===== config.mk =====
export PLATFORM = sky130hd
export DESIGN_NAME = linebuffer_3x3_ctrl
export DESIGN_NICKNAME = d
export VERILOG_FILES = /design/src/rtl/linebuffer_3x3_ctrl.sv
export SDC_FILE = /design/constraint.sdc
export NUM_CORES = 1
export LEC_CHECK = 0
export ABC_AREA = 1
export CAP_MARGIN = 30
export CORE_ASPECT_RATIO = 0.7
export CORE_MARGIN = 10
export CORE_UTILIZATION = 30
export CTS_CLUSTER_DIAMETER = 150
export CTS_CLUSTER_SIZE = 25
export DETAILED_ROUTE_END_ITERATION = 16
export DONT_BUFFER_PORTS = 1
export MAX_ROUTING_LAYER = met4
export PLACE_DENSITY = 0.55
export SYNTH_ARGS = -nofsm -noshare
export SYNTH_HDL_FRONTEND = slang
export SYNTH_SLANG_ARGS = --single-unit

===== constraint.sdc =====
create_clock -name clk -period 10.39 [get_ports clk]
set_clock_uncertainty 0.15 [all_clocks]
set_input_delay 2.078 -clock clk [delete_from_list [all_inputs] [get_ports clk]]
set_output_delay 2.078 -clock clk [all_outputs]
set_load 0.05 [all_outputs]

===== src/rtl/linebuffer_3x3_ctrl.sv =====
// Frame sequencer for the 3x3 line-buffer window generator: one pixel request per
// cycle per frame, with raster tags that flag the cycles holding an interior window.
module linebuffer_3x3_ctrl #(
  parameter int LEN1   = 16,
  parameter int LEN2   = 14,
  parameter int LEN3   = 28,
  parameter int LEN4   = 56,
  parameter int LEN5   = 112,
  parameter int LEN6   = 224,
  parameter int RD_LAT = 2,
  parameter int ROW_W  = 10,
  parameter int COL_W  = 9
) (
  input  logic             clk,
  input  logic             rst,
  input  logic             start,
  input  logic [2:0]       cfg_sel,
  input  logic [ROW_W-1:0] cfg_rows,
  input  logic             abort,
  output logic [2:0]       lb_sel,
  output logic             pix_req,
  output logic             busy,
  output logic             win_valid,
  output logic [ROW_W-1:0] win_row,
  output logic [COL_W-1:0] win_col,
  output logic             done,
  output logic             cfg_err
);

  // state | meaning
  // IDLE  | waiting for an accepted start
  // RUN   | one pixel request per cycle, raster order
  // DRAIN | no requests; last tags still moving through the pipeline
  // FIN   | done pulse
  typedef enum logic [1:0] {IDLE, RUN, DRAIN, FIN} state_t;

  localparam int DEPTH = RD_LAT + 1;
  localparam int DW    = $clog2(RD_LAT + 2);

  function automatic logic [COL_W-1:0] last_col(input logic [2:0] sel);
    int w;
    w = LEN1;
    if (sel >= 3'd1) w += LEN2;
    if (sel >= 3'd2) w += LEN3;
    if (sel >= 3'd3) w += LEN4;
    if (sel >= 3'd4) w += LEN5;
    if (sel >= 3'd5) w += LEN6;
    return COL_W'(w - 1);
  endfunction

  state_t           state_q, state_d;
  logic [2:0]       sel_q, sel_d;
  logic [ROW_W-1:0] rows_q, rows_d;
  logic [COL_W-1:0] wlast_q, wlast_d;
  logic [ROW_W-1:0] row_q, row_d;
  logic [COL_W-1:0] col_q, col_d;
  logic [DW-1:0]    drain_q, drain_d;
  logic             err_q, err_d;
  logic             push;
  logic             flush;

  logic [DEPTH-1:0] tv_q;
  logic [ROW_W-1:0] tr_q [DEPTH];
  logic [COL_W-1:0] tc_q [DEPTH];
  logic             tag_ok;

  always_comb begin
    state_d = state_q;
    sel_d   = sel_q;
    rows_d  = rows_q;
    wlast_d = wlast_q;
    row_d   = row_q;
    col_d   = col_q;
    drain_d = drain_q;
    err_d   = 1'b0;
    push    = 1'b0;
    flush   = 1'b0;
    case (state_q)
      IDLE: begin
        if (start) begin
          if (cfg_sel <= 3'd5 && cfg_rows >= ROW_W'(3)) begin
            sel_d   = cfg_sel;
            rows_d  = cfg_rows;
            wlast_d = last_col(cfg_sel);
            row_d   = '0;
            col_d   = '0;
            state_d = RUN;
          end else begin
            err_d = 1'b1;
          end
        end
      end
      RUN: begin
        push = 1'b1;
        if (col_q == wlast_q) begin
          col_d = '0;
          if (row_q == rows_q - ROW_W'(1)) begin
            drain_d = DW'(RD_LAT);
            state_d = DRAIN;
          end else begin
            row_d = row_q + ROW_W'(1);
          end
        end else begin
          col_d = col_q + COL_W'(1);
        end
      end
      DRAIN: begin
        if (drain_q == '0) state_d = FIN;
        else               drain_d = drain_q - DW'(1);
      end
      FIN:     state_d = IDLE;
      default: state_d = IDLE;
    endcase
    // abort overrides everything once a frame is under way
    if (abort && state_q != IDLE) begin
      state_d = IDLE;
      flush   = 1'b1;
    end
  end

  always_ff @(posedge clk or posedge rst) begin
    if (rst) begin
      state_q <= IDLE;
      sel_q   <= '0;
      rows_q  <= '0;
      wlast_q <= '0;
      row_q   <= '0;
      col_q   <= '0;
      drain_q <= '0;
      err_q   <= 1'b0;
    end else begin
      state_q <= state_d;
      sel_q   <= sel_d;
      rows_q  <= rows_d;
      wlast_q <= wlast_d;
      row_q   <= row_d;
      col_q   <= col_d;
      drain_q <= drain_d;
      err_q   <= err_d;
    end
  end

  // Stage DEPTH-1 lines up with the pixel sitting in the bottom-right window register.
  always_ff @(posedge clk or posedge rst) begin
    if (rst) begin
      tv_q <= '0;
      for (int i = 0; i < DEPTH; i++) begin
        tr_q[i] <= '0;
        tc_q[i] <= '0;
      end
    end else if (flush) begin
      tv_q <= '0;
      for (int i = 0; i < DEPTH; i++) begin
        tr_q[i] <= '0;
        tc_q[i] <= '0;
      end
    end else begin
      tv_q[0] <= push;
      tr_q[0] <= push ? row_q : '0;
      tc_q[0] <= push ? col_q : '0;
      for (int i = 1; i < DEPTH; i++) begin
        tv_q[i] <= tv_q[i-1];
        tr_q[i] <= tr_q[i-1];
        tc_q[i] <= tc_q[i-1];
      end
    end
  end

  assign tag_ok = tv_q[DEPTH-1] && (tr_q[DEPTH-1] >= ROW_W'(2)) && (tc_q[DEPTH-1] >= COL_W'(2));

  assign win_valid = tag_ok;
  assign win_row   = tag_ok ? tr_q[DEPTH-1] - ROW_W'(1) : '0;
  assign win_col   = tag_ok ? tc_q[DEPTH-1] - COL_W'(1) : '0;
  assign lb_sel    = sel_q;
  assign pix_req   = (state_q == RUN);
  assign busy      = (state_q != IDLE);
  assign done      = (state_q == FIN);
  assign cfg_err   = err_q;

endmodule


## After elaboration in Yosys (flattened, before gate mapping)

Index checks and enable logic that the tools add are counted.

| storage, ports and cells | value |
|---|---|
| word-level logic and storage cells | 115 |
| register bits | 106 |

| cells by class | value |
|---|---|
| muxes and demuxes | 50 |
| equality and inequality tests | 16 |
| $add $sub $neg | 11 |
| reductions and logical operators | 14 |
| $lt $le $gt $ge | 9 |

Operators with widths:

| operator | count |
|---|---|
| $mux 9 | 24 |
| $mux 10 | 6 |
| $mux 30 | 1 |
| $mux 27 | 1 |
| $ge 10x2->1 const B | 2 |
| $pmux 10 s2 | 1 |
| $sub 10x1->10 const B | 2 |
| $pmux 9 s2 | 1 |
| $mux 2 | 7 |
| $add 10x1->10 const B | 1 |
| $eq 10x10->1 | 1 |
| $reduce_and 5->1 | 2 |
| $add 9x1->9 const B | 1 |
| $add 9x6->9 const B | 1 |
| $add 9x7->9 const B | 1 |
| $add 9x8->9 const B | 1 |
| $add 9x9->9 const B | 1 |
| $eq 9x9->1 | 1 |
| $ge 9x2->1 const B | 1 |
| $ne 3x3->1 const B | 3 |
| $sub 9x1->9 const B | 1 |
| $sub 9x2->9 const B | 1 |
| $ne 2x2->1 const B | 4 |
| $pmux 2 s4 | 1 |
| 18 further kinds | 34 |

## Logic depth before layout (Yosys ltp)

Gate-level depths: netlist (run 1).

| logic depth | value |
|---|---|
| depth in word-level cells | 26 |
| depth in mapped cells | 15 |

## Worst setup path before layout (run 1)

OpenSTA, ideal clock, no wires.

| timing | value |
|---|---|
| kind | input port to flip-flop |
| start | in cfg_sel[2] |
| end | reg wlast_q[6] |
| slack | 5990 ps |
| setup time | 119 ps |
| cell stages on the path | 15 |
| data arrival time | 4132 ps |
| path through | buf_2 -> nor2_2 -> inv_1 -> nor2_1 -> ha_1 -> inv_1 -> nor2_1 -> ha_1 -> nand2_1 -> nand2_1 -> ha_1 -> nor2_1 -> a31oi_1 -> nand3_1 -> o21a_1 |

| between the ends | value |
|---|---|
| cells in the longest elaborated chain, start to end | 26 |
| elaborated cells on any way between the ends | 33 |
| classes of those cells | add/sub: 5; order compare: 6; mux: 20; reduce/logical: 2 |

RTL lines:

| what | RTL line | source |
|---|---|---|
| from (decl) | 17 | `input logic [2:0] cfg_sel,` |
| $ge 3x1->1 | 43 | `if (sel >= 3'd1) w += LEN2;` |
| $mux 4 | 43 |  |
| $mux 9 | 81 | `if (cfg_sel <= 3'd5 && cfg_rows >= ROW_W'(3)) begin` |
| $mux 9 | 80 | `if (start) begin` |
| $mux 9 | 78 | `case (state_q)` |
| $add 9x6->9 | 44 | `if (sel >= 3'd2) w += LEN3;` |
| $mux 9 | 44 |  |
| $mux 9 | 81 |  |
| [... 10 more ...] | - |  |
| $mux 9 | 80 |  |
| $mux 9 | 78 |  |
| $add 9x9->9 | 47 | `if (sel >= 3'd5) w += LEN6;` |
| $mux 9 | 47 |  |
| $mux 9 | 81 |  |
| $mux 9 | 80 |  |
| $mux 9 | 78 |  |
| $sub 9x2->9 | 48 | `return COL_W'(w - 1);` |
| to (signal assigned) | 135 | `wlast_q <= wlast_d;` |
| to (decl) | 54 | `logic [COL_W-1:0] wlast_q, wlast_d;` |

Several ways; a longest one is shown, not always the timed one. The select of a mux whose other input is x is not followed.
A chain may end at the register's enable or synchronous reset.

## Worst setup path after layout (run 1)

| timing | value |
|---|---|
| start | reg tc_q[0] (netlist bit) |
| end | out win_col[6] |

| between the ends | value |
|---|---|
| cells in the longest elaborated chain, start to end | 3 |
| elaborated cells on any way between the ends | 4 |
| classes of those cells | add/sub: 1; order compare: 1; mux: 1; reduce/logical: 1 |

RTL lines:

| what | RTL line | source |
|---|---|---|
| from (decl) | 64 | `logic [COL_W-1:0] tc_q [DEPTH];` |
| from (signal, indexed assignment) | 164 | `tc_q[i] <= tc_q[i-1];` |
| $ge 9x2->1 | 169 | `assign tag_ok = tv_q[DEPTH-1] && (tr_q[DEPTH-1] >= ROW_W'(2)) && (tc_q[DEPTH-1] >= COL_W'(2));` |
| $logic_and 1x1->1 | 169 |  |
| $mux 9 (*) | 173 | `assign win_col = tag_ok ? tc_q[DEPTH-1] - COL_W'(1) : '0;` |
| to (decl) | 25 | `output logic [COL_W-1:0] win_col,` |

Every way passes the cells marked *; elsewhere a longest branch is shown, timed or not.

==> results of run 1 <==
power groups by stage:
stage          Sequential (W)  Clock [W]  Combinational, W
5_1_grt              0.000562   0.000372          0.000489
2_1_floorplan        0.000543          0          0.000358
6_report             0.000552   0.000343          0.000419
3_3_place_gp         0.000560          0          0.000419
4_1_cts              0.000552   0.000358          0.000423
3_5_place_dp         0.000560          0          0.000422
area by class of cell:
| type | count | area [um^2] |
|---|---|---|
| Fill cell | 1870 | 11400 |
| Sequential cell | 106 | 2650 |
| Multi-Input combinational cell | 434 | 2230 |
| Inverter | 102 | 388 |
| Tap cell | 231 | 289 |
| Clock buffer | 9 | 225 |
| Clock inverter | 6 | 75.1 |
| Timing Repair Buffer | 7 | 72.6 |
flip-flops by register name, summed over array words and instances, names as in the netlist:
register	cells
state_q	2
tr_q	30
lb_sel	3
rows_q	10
wlast_q	9
cfg_err	1
drain_q	2
col_q	9
row_q	10
tv_q	3
tc_q	27
through the flow:
stage / hold WS, ns / std cells / area (um^2) / total power [W] / utilization
6_report: 0.308 / 895 / 5940 / 0.00131 / 0.343
5_1_grt: 0.322 / 895 / 5940 / 0.00142 / 0.343
4_1_cts: 0.311 / 894 / 5910 / 0.00133 / 0.341
3_5_place_dp: 0.307 / 879 / 5610 / 0.000982 / 0.324
3_3_place_gp: 0.307 / 876 / 5590 / 0.000978 / 0.323
2_1_floorplan: 0.298 / 660 / 5360 / 0.000901 / -
cell usage in the layout, fill, tap and decap left out, types with 10 or more instances in the layout:
| cell type | count |
|---|---|
| a21oi_1 | 17 |
| dfrtp_1 | 106 |
| ha_1 | 16 |
| inv_1 | 95 |
| nand2_1 | 124 |
| nand3_1 | 36 |
| nor2_1 | 131 |
| o21ai_0 | 23 |
| xnor2_1 | 10 |
| xor2_1 | 20 |
critical path, stage by stage, from the launching register on:
cell	delay, ns
dfrtp_1	0.40
inv_1	0.09
ha_1	0.14
inv_1	0.04
or2_2	0.29
nor2_1	0.09
inv_1	0.05
or2_2	0.28
nor2_1	0.12
xnor2_1	0.07
nor2_1	0.68
cell families after synthesis:
| family | Yosys count | share of synthesized area |
|---|---|---|
| compound gates | 57 | 0.0626 |
| simple gates | 331 | 0.268 |
| flops | 106 | 0.495 |
| fa+ha+maj | 16 | 0.0374 |
| xor+xnor | 30 | 0.0491 |
| buf+inv | 120 | 0.0876 |
routing by layer:
layer	global-route usage	up-vias	routed length (um)
met5	-	-	0
met4	0.0275	0	30
met3	0.0247	2	600
met2	0.116	73	3660
met1	0.145	1648	6230
li1	-	2023	-
final timing paths:
check	startpoint	to	slack (ns)
setup / recovery	tc_q[0]	win_col[6]	5.56
hold / removal	tr_q[26]	tr_q[16]	0.31
setup reg to reg	state_q[0]	tr_q[23]	7.79
hold reg to reg	tr_q[26]	tr_q[16]	0.31
max in group asynchronous	rst	wlast_q[5]	7.78
min in group asynchronous	rst	tc_q[2]	1.45
==> flow_summary.toml, run 1 <==
[outcome]
status = "finished clean"

[timing]
post-route-period-util = 0.464
grt_setup_unrepaired = "false"
tightest_slew_ns = 0.912
fin_ws_ns = 5.56
max_freq_ghz = 0.207
hold_viol_final = 0
setup_tns_ns = 0
final_max_slew_viol_count = 0
maxSlewHeadroom = 0.389
post-route-min-period_ns = 4.83
setup_viol = 0

[worst_hold_path]
hold_path.class = "reg -> reg"
hold_depth = 2

[synthesis]
syn_nets = 693
async_flop_share = 1.00
yosys_register_bits = 106
synth.most_common_cell = "nor2_1"
synthTopCellsByCount = "nor2_1 (131), nand2_1 (124), dfrtp_1 (106), inv_1 (96), nand3_1 (36)"
ys_warn_count = 0
syn_area_per_cell_um2 = 8.12
yosys-top-cells-area = "dfrtp_1 (50%), nor2_1 (9.2%), nand2_1 (8.7%)"
synth_cells = 660
synth-main-ff-cell = "dfrtp_1"
yosysSeqAreaShare = 0.495
synth_cell_types = 42
synth_top_area_cell = "dfrtp_1"
synth_top_area_share = 0.495
synth_edf_count = 0
synthesis.area_um2 = 5360

[power_and_ir_drop]
p_seq_frac = 0.420
clkPwrFrac = 0.261
p_per_area_nw_per_um2 = 221
ir_drop_v = 0.000197
swShare = 0.395
p_comb_frac = 0.319
p_sw_w = 0.000519
leakage_nw = 2.91
cell_internal_pwr_w = 0.000795

[clocking]
cts_sinks = 106
numCtsBuffers = 9
cts_tree = "done"
hold_buffers = 0
clock_latency_ns = 0.34
htree_levels = 3
root_buffer = "clkbuf_16"
clk_path_buf_depth = 2
path_clk_slew_ns = 0.07
cts-resized-gates = 0
cts_setup_buffers = 0

[cells_and_area]
area_growth_pct = 10.8
final_nets = 693
diodes = 0
drive_above_1_share = 0.0889

[detailed_routing]
wl_um = 10500
routedWlPerCell_um = 11.8
ant_nets = 0
drtIter0Drc = 255
post-route-drc-count = 0
vias_per_cell = 4.19
drtPass1Iterations = 5
routed-via-count = 3746

[global_route]
grt_pass1_vias = 3779
grt_pass1_wl_um = 18600
overflow = 0
grt_max_degree = 76
track_usage = 0.0951
antenna_found_initial = 0

[critical_path]
reg2reg_depth = 9
worstSetupEndpointType = "primary output"
crit_fanout = 3
worst_setup_path_start_kind = "register"
critical_path_class = "reg -> out"
cp.required_ns = 8.16
critPathArrivalTime_ns = 2.60

[place]
gp_congestion = 0.821
dp_slack_ns = 5.88
dp.final_hpwl_um = 7670
io_buffers = 0

[floorplan]
io_pins = 44
core_area_um2 = 17300
dieArea_um2 = 23700
die_h_um = 132
num_rows = 40
start_util = 0.309
die_w_um = 180

[run]
maxCapViolCount = 0
Note: power is estimated with default switching activity, not from simulation.
==> run 2: changes to the inputs <==
PLACE_DENSITY = 0.56   (was 0.55)
clock period = 3.9 ns   (was 10.39 ns; I/O delays follow)
==> flow_summary.toml, run 2 (synthesis results as in run 1) <==
[outcome]
status = "finished clean"

[critical_path]
critPathArrivalTime_ns = 2.28
crit_fanout = 20
worstSetupEndpointType = "primary output"
critPathTopFamily = "compound AO/OA/AOI/OAI gates"
worstPathCellList = "inv_1 -> ha_1 -> nor4_1 -> a221o_1 -> inv_1"
reg2reg_setup_slack_ns = 1.43
cp.required_ns = 2.97
critical_path_class = "reg -> out"
slowest_stage = "a221o_1"
cpPeakStageDelay_ns = 0.59
path_buf_inv = 2
worst_setup_path_start_kind = "register"
crit_top_cell = "inv_1"

[detailed_routing]
ant_nets = 0
vias_per_cell = 4.12
routedWlPerCell_um = 11.4
wl_um = 10400
post-route-drc-count = 0
drtIter0Drc = 220
drtPass1Iterations = 4
routed-via-count = 3764

[floorplan]
dieArea_um2 = 23700
num_rows = 40
start_util = 0.309
core_area_um2 = 17300
io_pins = 44
die_w_um = 180
die_h_um = 132

[timing]
post-route-period-util = 0.824
setup_viol = 0
post-route-min-period_ns = 3.21
final_max_slew_viol_count = 0
tightest_slew_ns = 0.831
maxSlewHeadroom = 0.446
grt_setup_unrepaired = "false"
setup_tns_ns = 0
max_freq_ghz = 0.311
hold_viol_final = 0

[power_and_ir_drop]
p_per_area_nw_per_um2 = 575
power_w = 0.00347
leakage_nw = 2.99
ir_drop_v = 0.000306

[cells_and_area]
diodes = 0
largest_reg_flops = 30
area_growth_pct = 12.9
drive_above_1_share = 0.111
final_common_cell = "nor2_1"
largest_register = "tr_q"
final_nets = 710
reg_top3 = "tr_q (30), tc_q (27)"
layout_common_cells = "nor2_1 (131), nand2_1 (124), dfrtp_1 (106), inv_1 (95), nand3_1 (36)"
post-route-util = 0.349
num-fill-cells = 1855

[global_route]
grt_max_degree = 65
overflow = 0
antenna_found_initial = 0
grt_pass1_vias = 3610
grt_pass1_wl_um = 18200
track_usage = 0.0936

[clocking]
clock_latency_ns = 0.35
cts-resized-gates = 0
cts_sinks = 106
htree_levels = 3
cts_setup_buffers = 0
clk_path_buf_depth = 2
cts_tree = "done"
numCtsBuffers = 9
path_clk_slew_ns = 0.07
root_buffer = "clkbuf_16"
hold_buffers = 0

[place]
io_buffers = 0
dp.final_hpwl_um = 7600
gp_congestion = 0.821

[run]
maxCapViolCount = 0

[worst_hold_path]
hold_path.class = "reg -> reg"
[run 2: changes by cell type in the layout (fill, tap and decap cells not counted)]
cell / change
buf_16: -1
inv_8: +1
clkbuf_1: +1
clkinv_2: -1
inv_6: -1
clkinv_4: +2
buf_4: +17
bufinv_16: -1
buf_12: +1
[run 2: final cells by class]
cell class / count / area [um^2] / area share
clock buffers: 10 / 229 / 0.0379
clock inverters: 6 / 60.1 / 0.00993
inverters: 102 / 388 / 0.0642
multi-input cells: 434 / 2230 / 0.370
flip-flops and latches: 106 / 2650 / 0.439
well taps: 231 / 289 / 0.0478
repair buffers: 24 / 193 / 0.0319
[run 2: worst min-delay path, cell delays in order, from the launching register on]
cell     delay, ns
dfrtp_1       0.36
inv_1         0.04
nor2_1        0.03
[run 2: power breakdown]
part / leakage, nW / total [W] / switching, W / internal [W]
clock network: 0.143 / 0.000876 / 0.000425 / 0.000450
logic: 1.42 / 0.00113 / 0.000768 / 0.000359
registers: 1.43 / 0.00147 / 0.000210 / 0.00126
total: 2.99 / 0.00347 / 0.00140 / 0.00207
[run 2: per-layer routing]
metal / vias up / track usage / share of wire
met5: - / - / 0
met2: 67 / 0.111 / 0.34
li1: 2053 / - / -
met3: 9 / 0.0277 / 0.052
met1: 1635 / 0.145 / 0.60
met4: 0 / 0.0234 / 0.0066
[run 2: per-stage QoR]
step	setup slack [ns]	std cells	hold WS, ns	instance area, um^2
2_1_floorplan	0.181	660	0.298	5360
3_3_place_gp	0.805	897	0.307	5760
3_5_place_dp	0.727	897	0.306	5760
4_1_cts	0.586	913	0.314	6050
5_1_grt	0.438	913	0.331	6050
6_report	0.685	913	0.313	6050
[run 2: worst paths after layout]
| check | from | end | depth (start not counted) |
|---|---|---|---|
| worst min-delay path | tr_q[25] | tr_q[15] | 2 |
| worst max register to register | state_q[0] | row_q[9] | 11 |
| max in group asynchronous | rst | tr_q[23] | 2 |
| min in group asynchronous | rst | tc_q[19] | 1 |
| worst max-delay path | tc_q[0] | win_valid | 5 |
| worst min register to register | tr_q[25] | tr_q[15] | 2 |
